File: config.mk
export PLATFORM = sky130hd
export DESIGN_NAME = mem_port_arbiter
export DESIGN_NICKNAME = d
export VERILOG_FILES = /design/src/rtl/mem_port_arbiter.sv
export SDC_FILE = /design/constraint.sdc
export NUM_CORES = 1
export LEC_CHECK = 0
export ABC_AREA = 1
export BUFFER_PORTS_ARGS = -buffer_cell sky130_fd_sc_hd__clkbuf_2
export CORE_AREA = 2 2 114 116
export CTS_CLUSTER_DIAMETER = 40
export DETAILED_ROUTE_END_ITERATION = 16
export DIE_AREA = 0 0 116 118
export GPL_TIMING_DRIVEN = 0
export PLACE_DENSITY = 0.84
export RECOVER_POWER = 25
export SLEW_MARGIN = 20
export SYNTH_ARGS = -nofsm -noshare
export SYNTH_HDL_FRONTEND = slang
export SYNTH_SLANG_ARGS = --single-unit
File: constraint.sdc
create_clock -name clk -period 3.4 [get_ports clk]
set_input_delay 0.17 -clock clk [delete_from_list [all_inputs] [get_ports clk]]
set_output_delay 0.17 -clock clk [all_outputs]
set_load 0.01 [all_outputs]
File: src/rtl/mem_port_arbiter.sv
`default_nettype none
// ============================================================================
// Module   : mem_port_arbiter
// Purpose  : Shares one single-port memory between instruction fetch (IF)
//            and the load/store unit (LS). One transaction in flight at a
//            time. LS has priority, but a streak limit keeps fetch from
//            starving. flush discards an in-flight fetch return.
// Ports    : clk, rst_n (async, active low)
//            if_req/if_addr -> if_gnt, if_rvalid/if_rdata, flush
//            ls_req/ls_we/ls_be/ls_addr/ls_wdata -> ls_gnt, ls_rvalid/ls_rdata
//            mem_req/mem_we/mem_be/mem_addr/mem_wdata <- mem_ack/mem_rdata
// Revision : 1.0 - initial release
// ============================================================================
module mem_port_arbiter #(
  parameter int ADDR_W        = 32,
  parameter int DATA_W        = 32,
  parameter int MAX_LS_STREAK = 4
) (
  input  logic                clk,
  input  logic                rst_n,
  input  logic                if_req,
  input  logic [ADDR_W-1:0]   if_addr,
  output logic                if_gnt,
  output logic                if_rvalid,
  output logic [DATA_W-1:0]   if_rdata,
  input  logic                flush,
  input  logic                ls_req,
  input  logic                ls_we,
  input  logic [DATA_W/8-1:0] ls_be,
  input  logic [ADDR_W-1:0]   ls_addr,
  input  logic [DATA_W-1:0]   ls_wdata,
  output logic                ls_gnt,
  output logic                ls_rvalid,
  output logic [DATA_W-1:0]   ls_rdata,
  output logic                mem_req,
  output logic                mem_we,
  output logic [DATA_W/8-1:0] mem_be,
  output logic [ADDR_W-1:0]   mem_addr,
  output logic [DATA_W-1:0]   mem_wdata,
  input  logic                mem_ack,
  input  logic [DATA_W-1:0]   mem_rdata
);

  localparam int BE_W     = DATA_W / 8;
  localparam int STREAK_W = $clog2(MAX_LS_STREAK + 1);
  localparam logic [STREAK_W-1:0] STREAK_MAX = STREAK_W'(MAX_LS_STREAK);
  localparam logic [STREAK_W-1:0] STREAK_ONE = STREAK_W'(1);

  localparam logic [1:0] S_IDLE    = 2'd0;
  localparam logic [1:0] S_BUSY_IF = 2'd1;
  localparam logic [1:0] S_BUSY_LS = 2'd2;

  logic [1:0]          state_q, state_d;
  logic [STREAK_W-1:0] streak_q, streak_d;
  logic                kill_q, kill_d;
  logic                mem_we_q, mem_we_d;
  logic [BE_W-1:0]     mem_be_q, mem_be_d;
  logic [ADDR_W-1:0]   mem_addr_q, mem_addr_d;
  logic [DATA_W-1:0]   mem_wdata_q, mem_wdata_d;
  logic                if_rvalid_q, if_rvalid_d;
  logic [DATA_W-1:0]   if_rdata_q, if_rdata_d;
  logic                ls_rvalid_q, ls_rvalid_d;
  logic [DATA_W-1:0]   ls_rdata_q, ls_rdata_d;

  logic w_idle;
  logic w_if_prio;
  logic w_grant_ls;
  logic w_grant_if;

  // Grants are combinational and only offered from IDLE; rst_n is folded in
  // so no grant is visible while the block is held in reset.
  always_comb begin
    w_idle     = (state_q == S_IDLE) && rst_n;
    w_if_prio  = if_req && ls_req && (streak_q == STREAK_MAX);
    w_grant_ls = w_idle && ls_req && !w_if_prio;
    w_grant_if = w_idle && if_req && !w_grant_ls;
  end

  always_comb begin
    state_d     = state_q;
    streak_d    = streak_q;
    kill_d      = kill_q;
    mem_we_d    = mem_we_q;
    mem_be_d    = mem_be_q;
    mem_addr_d  = mem_addr_q;
    mem_wdata_d = mem_wdata_q;
    if_rvalid_d = 1'b0;
    if_rdata_d  = if_rdata_q;
    ls_rvalid_d = 1'b0;
    ls_rdata_d  = ls_rdata_q;

    case (state_q)
      S_IDLE: begin
        if (w_grant_ls) begin
          state_d     = S_BUSY_LS;
          mem_addr_d  = ls_addr;
          mem_we_d    = ls_we;
          mem_be_d    = ls_we ? ls_be : '1;
          mem_wdata_d = ls_we ? ls_wdata : '0;
          // Streak only counts LS grants that actually made fetch wait.
          if (!if_req) begin
            streak_d = '0;
          end else if (streak_q != STREAK_MAX) begin
            streak_d = streak_q + STREAK_ONE;
          end
        end else if (w_grant_if) begin
          state_d     = S_BUSY_IF;
          mem_addr_d  = if_addr;
          mem_we_d    = 1'b0;
          mem_be_d    = '1;
          mem_wdata_d = '0;
          streak_d    = '0;
          kill_d      = flush;
        end
      end
      S_BUSY_IF: begin
        if (flush) begin
          kill_d = 1'b1;
        end
        if (mem_ack) begin
          state_d = S_IDLE;
          kill_d  = 1'b0;
          // A flush in the ack cycle itself must also suppress the return.
          if (!kill_q && !flush) begin
            if_rvalid_d = 1'b1;
            if_rdata_d  = mem_rdata;
          end
        end
      end
      S_BUSY_LS: begin
        if (mem_ack) begin
          state_d     = S_IDLE;
          ls_rvalid_d = 1'b1;
          ls_rdata_d  = mem_we_q ? '0 : mem_rdata;
        end
      end
      default: begin
        state_d = S_IDLE;
      end
    endcase
  end

  always_ff @(posedge clk or negedge rst_n) begin
    if (!rst_n) begin
      state_q     <= S_IDLE;
      streak_q    <= '0;
      kill_q      <= 1'b0;
      mem_we_q    <= 1'b0;
      mem_be_q    <= '0;
      mem_addr_q  <= '0;
      mem_wdata_q <= '0;
      if_rvalid_q <= 1'b0;
      if_rdata_q  <= '0;
      ls_rvalid_q <= 1'b0;
      ls_rdata_q  <= '0;
    end else begin
      state_q     <= state_d;
      streak_q    <= streak_d;
      kill_q      <= kill_d;
      mem_we_q    <= mem_we_d;
      mem_be_q    <= mem_be_d;
      mem_addr_q  <= mem_addr_d;
      mem_wdata_q <= mem_wdata_d;
      if_rvalid_q <= if_rvalid_d;
      if_rdata_q  <= if_rdata_d;
      ls_rvalid_q <= ls_rvalid_d;
      ls_rdata_q  <= ls_rdata_d;
    end
  end

  assign if_gnt    = w_grant_if;
  assign ls_gnt    = w_grant_ls;
  assign if_rvalid = if_rvalid_q;
  assign if_rdata  = if_rdata_q;
  assign ls_rvalid = ls_rvalid_q;
  assign ls_rdata  = ls_rdata_q;
  assign mem_req   = (state_q != S_IDLE);
  assign mem_we    = mem_we_q;
  assign mem_be    = mem_be_q;
  assign mem_addr  = mem_addr_q;
  assign mem_wdata = mem_wdata_q;

endmodule
`default_nettype wire

### After elaboration in Yosys (flattened, before gate mapping)

Index checks and enable logic that the tools add are counted.
Widths: inputs -> output; s select.

| word-level totals | value |
|---|---|
| flip-flop bits (word level) | 141 |
| input bits | 139 |
| output and inout port bits | 138 |
| logic and storage cells | 74 |

| cells by class | value |
|---|---|
| add/subtract/negate cells | 1 |
| equal/unequal tests | 10 |
| multiplexer cells | 29 |
| reduce and logical (&&, ||, !) cells | 23 |

Operators with widths:

| cell | number |
|---|---|
| $mux 32 | 6 |
| $mux 3 | 4 |
| $mux 4 | 3 |
| $mux 1 | 11 |
| $ne 3x3->1 const B | 3 |
| $logic_and 1x1->1 | 8 |
| $mux 2 | 3 |
| $reduce_and 2->1 | 3 |
| $reduce_and 3->1 | 2 |
| $reduce_bool 2->1 | 3 |
| $logic_not 1->1 | 4 |
| $ne 2x2->1 const B | 2 |
| $pmux 2 s2 | 1 |
| $reduce_and 4->1 | 1 |
| $add 3x1->3 const B | 1 |
| $eq 3x3->1 const B | 1 |
| $ne 3x2->1 const B | 1 |
| $eq 2x1->1 const B | 1 |
| $eq 2x2->1 const B | 1 |
| $logic_not 2->1 | 1 |
| $ne 2x1->1 const B | 1 |
| $pmux 1 s2 | 1 |
| $reduce_or 2->1 | 1 |

### Logic depth before layout (Yosys ltp)

| depth | value |
|---|---|
| depth in word-level cells | 9 |
| mapped depth | 11 |
| gate-level depth less buffers | 10 |

### Worst setup path before layout

No wires, ideal clock.

| timing | value |
|---|---|
| kind | reg-to-reg |
| start point | register state_q[0] |
| end point | register mem_wdata_q[13], in the netlist mem_wdata[13] |
| setup time | 117 ps |
| arrival time | 1371 ps |
| data required time | 3283 ps |
| path slack | 1913 ps |
| cell stages (with the launch flop) | 12 |
| buffers on the path | 2 |
| period minus slack after synthesis | 1487 ps |
| cell sequence | dfrtp_1 > inv_1 > ha_1 > nand2_1 > nor2_2 > nand2_2 > nand2_2 > inv_2 > buf_6 > buf_4 > nand2_1 > nand2_1 |

| on the way | value |
|---|---|
| longest elaborated chain between the ends | 8 |
| elaborated cells between the ends (all ways) | 10 |
| classes of those cells | mux (1); reduce/logical (9) |

RTL lines:

| item | line | RTL |
|---|---|---|
| start, declared | 53 | `logic [1:0] state_q, state_d;` |
| start signal, assigned | 157 | `state_q <= state_d;` |
| $logic_not 2->1 * | 73, 92 |  |
| $logic_and 1x1->1 | 73 | `w_idle = (state_q == S_IDLE) && rst_n;` |
| $logic_and 1x1->1 (2 in a row) | 75 | `w_grant_ls = w_idle && ls_req && !w_if_prio;` |
| $logic_not 1->1 | 76 | `w_grant_if = w_idle && if_req && !w_grant_ls;` |
| $logic_and 1x1->1 | 76 |  |
| $reduce_bool 2->1 (no source line) | n/a |  |
| $reduce_and 2->1 (no source line) | n/a |  |
| end signal, assigned | 163 | `mem_wdata_q <= mem_wdata_d;` |
| end, declared | 59 | `logic [DATA_W-1:0] mem_wdata_q, mem_wdata_d;` |

Mark *: on every way between the ends. The rest lies on a longest branch, timed or not.
A chain may end at the register's enable or synchronous reset.

### Worst setup path in the final report

| timing | value |
|---|---|
| start point | input port rst_n |
| end point | output port ls_gnt |

| on the way | value |
|---|---|
| longest elaborated chain between the ends | 3 |

RTL lines:

| item | line | RTL |
|---|---|---|
| start, declared | 20 | `input logic rst_n,` |
| $logic_and 1x1->1 | 73 |  |
| $logic_and 1x1->1 (2 in a row) | 75 |  |
| end, declared | 32 | `output logic ls_gnt,` |

Every way passes these cells.

==> impl_results.md <==
* Final Hold Vio Count at 0
* Routed wire length per instance at 15.5 µm
* Count of vias placed by the detailed router at 6276
* Clock buffer count from CTS at 17
* Total instance count after detailed placement at 1183
* Largest cells by area after synthesis: dfrtp_1 57%, nand2_1 19%, o21ai_0 5.8%
* Nature of the critical path endpoint: output port
* Initial antenna violation count at 0
* Cells after synthesis at 734
* Post-Syn Area at 6170 µm²
* Final worst path period share at 67.3%
* Area share of the leading cell type in the synthesized netlist at 57.2%
* Hold Path Origin: flush
* Slew Viols, Final at 0
* Cell area after layout at 9040 µm²
* Final ANT Viol Nets at 0
* Clock input transition at the sequential cells of the worst setup and hold paths at 0.06 ns
* Total routing resource utilization after global routing at 29.5%
* Remaining routing DRC violations at 0
* Number of detailed-route iterations in the first pass at 5
* Initial core utilization at 49.7%
* Outcome: finished, final reports clean
* Worst setup slack before clock tree synthesis at 1.56 ns
* Number of synthesized register bits at 141
* Max IR drop VDD at 411 µV
* Synth Warn # at 0
* Buffer depth of the longest clock path at 2
* Sequential share of power at 37.0%
* I/O pin cnt at 277
* Unrepaired setup endpoints after global routing: false
* Post-Route WL at 19900 µm
* Setup slack of the worst register-to-register path at 1.56 ns
* Net switching power figure at 2.87 mW
* Area grow syn2layout at 46.4%
* Most area-hungry cell type in the Yosys netlist: dfrtp_1
* Signal arrival time at the worst endpoint at 2.12 ns
* Post-layout total power at 7.65 mW
* Clock tree sinks at 141
* Nets in the synthesized netlist at 878
* Startpoint Class: primary input
* Setup TNS Final at 0 ns
* Most used cells in the layout excluding fill and tap cells: 312 x nand2_1, 228 x clkbuf_2, 141 x dfrtp_1
* Number of stages on the worst hold path at 3
* Start point of the critical path: rst_n
* Min cycle time layout at 2.29 ns
* Ratio of cells with drive above 1 in the final layout at 28.1%
* Switching power share of the total at 37.5%
* Worst setup path endpoint: ls_gnt
* Mean Syn Cell Area at 8.41 µm²
* Clock Skews at 0.00813 ns
* Reg2reg start: state_q[1]$_DFFE_PN0P_
* Number of library cell types mapped by synthesis at 20
* Via count of the first global-routing pass at 6390
* TritonCTS clock tree: built
* Die height at 118 µm
* Avg Vias per Cell at 4.90
* Fraction of power consumed by combinational cells at 36.8%
* RePlAce Congestion at 0.863
* Count of input and output buffers at 276
* N_diodes at 0
* Global-route wire length before repair at 31100 µm
* Post-DP Area at 7810 µm²
* Max transition margin at 63.3%
* Largest net degree at the start of global routing at 84
* CTS Hold Buffers Added at 65
* Count of cells resized by post-cts repair at 0
* CP Data Required Time at 3.23 ns
* Die ar. at 13700 µm²
* Sequential cell area fraction in the yosys report at 57.2%
* Iteration-0 DRC count of the detailed router at 525
* X dimension of the die at 116 µm
* Standby leakage power at 5.16 nW
* Worst slew pin tran at 0.551 ns
* Number of rows created at floorplan at 41
* Worst Reg2Reg Path Length in Cells at 11
* CP max FO at 60
* Placed wire-length estimate at 12800 µm
* P per Cell Area at 846 nW/µm²
* Core Area at 12400 µm²
* Post-CTS Setup Repair Bufs at 0
* Clk_lat worst skew at 0.42 ns
* Achievable frequency at 437 MHz
* Setup Crit Path Kind: primary input to output port
* Final worst setup slack at 1.11 ns
* Total global routing overflow at 0
* Clock share of power at 26.2%
* Post-route non-filler standard cell count at 1280
* Commonest non-fill, non-tap cell in the layout: nand2_1
* Setup-violating endpoint count in the final report at 0
* Root buf cell: clkbuf_16
* H-tree levels at 4
* Internal power at 4.78 mW
* Number of max-cap violations at 0
* Worst hold path type: primary input to flop
* Destination of the worst register-to-register timing path: mem_wdata[20]$_DFFE_PN0P_
* Count of nets after finishing at 1239
cell type report:
class	count	area [µm²]
plain buffers	37	215
multi-input cells	472	2110
clock buffers	19	453
inverters	84	315
flip-flops and latches	141	3530
clock inverters	13	188
well taps	172	215
fillers	956	3380
repair buffers	342	2010
worst min path at each step:
stage | to | slack (ns)
after global routing | kill_q$_DFFE_PN0P_ | 0.02
after global placement | mem_wdata[24]$_DFFE_PN0P_ | 0.37
final | kill_q$_DFFE_PN0P_ | 0.02
after detailed placement | if_rvalid$_DFF_PN0_ | 0.18
after floorplan | if_rdata[0]$_DFFE_PN0P_ | -0.13
after CTS | kill_q$_DFFE_PN0P_ | 0.006
critical path, stage by stage:
cell           delay, ns
dlygate4sd3_1       0.55
clkbuf_8            0.44
nand2_1             0.15
nor2_2              0.12
nand2_2             0.15
buf_6               0.19
inv_2               0.15
clkbuf_2            0.16
cells in the mapped netlist:
library cell / n
nand3_1: 5
o21bai_2: 18
buf_4: 1
inv_1: 82
o21ai_0: 71
nand2_1: 312
o22ai_1: 1
nor2_1: 40
or2_2: 1
nor2_2: 2
nand2_2: 2
inv_2: 2
buf_1: 1
clkbuf_1: 12
ha_1: 5
a21oi_1: 1
buf_2: 16
o21bai_1: 14
buf_6: 7
dfrtp_1: 141
power groups by stage:
stage	Sequential (mW)	Combinational, mW	Clock (mW)
6_report	2.83	2.82	2.00
5_1_grt	2.89	3.13	2.10
4_1_cts	2.79	2.85	2.02
3_5_place_dp	2.80	2.77	0
3_3_place_gp	2.78	2.67	0
2_1_floorplan	3.08	1.24	0
kinds of logic after synthesis:
family	after synthesis	share of synthesized area [%]
buffers and inverters	121	8.59
adders and majority gates	5	1.01
DFF	141	57.2
and+or+nand+nor	362	22.3
AOI/OAI and AO/OA	105	10.9
through the flow:
stage	hold slack, ns	utilization (%)
2_1_floorplan	-0.126	-
3_3_place_gp	0.371	62.6
3_5_place_dp	0.178	62.9
4_1_cts	0.00645	73.3
5_1_grt	0.0190	72.8
6_report	0.0198	72.8
sequential cells by signal (all words and copies together) (netlist names), 2 cells and up:
name / cells
mem_wdata: 32
state_q: 2
ls_rdata: 32
mem_addr: 32
streak_q: 3
mem_be: 4
if_rdata: 32
routing by layer:
layer | global-route usage, % | part of all wire, % | vias up
met1 | 32.5 | 38 | 2887
li1 | - | - | 2958
met2 | 51.5 | 50 | 349
met5 | 0 | 0 | -
met4 | 16.3 | 4.1 | 0
met3 | 7.16 | 7.8 | 82
No activity file was read; power rests on OpenSTA's default activity.
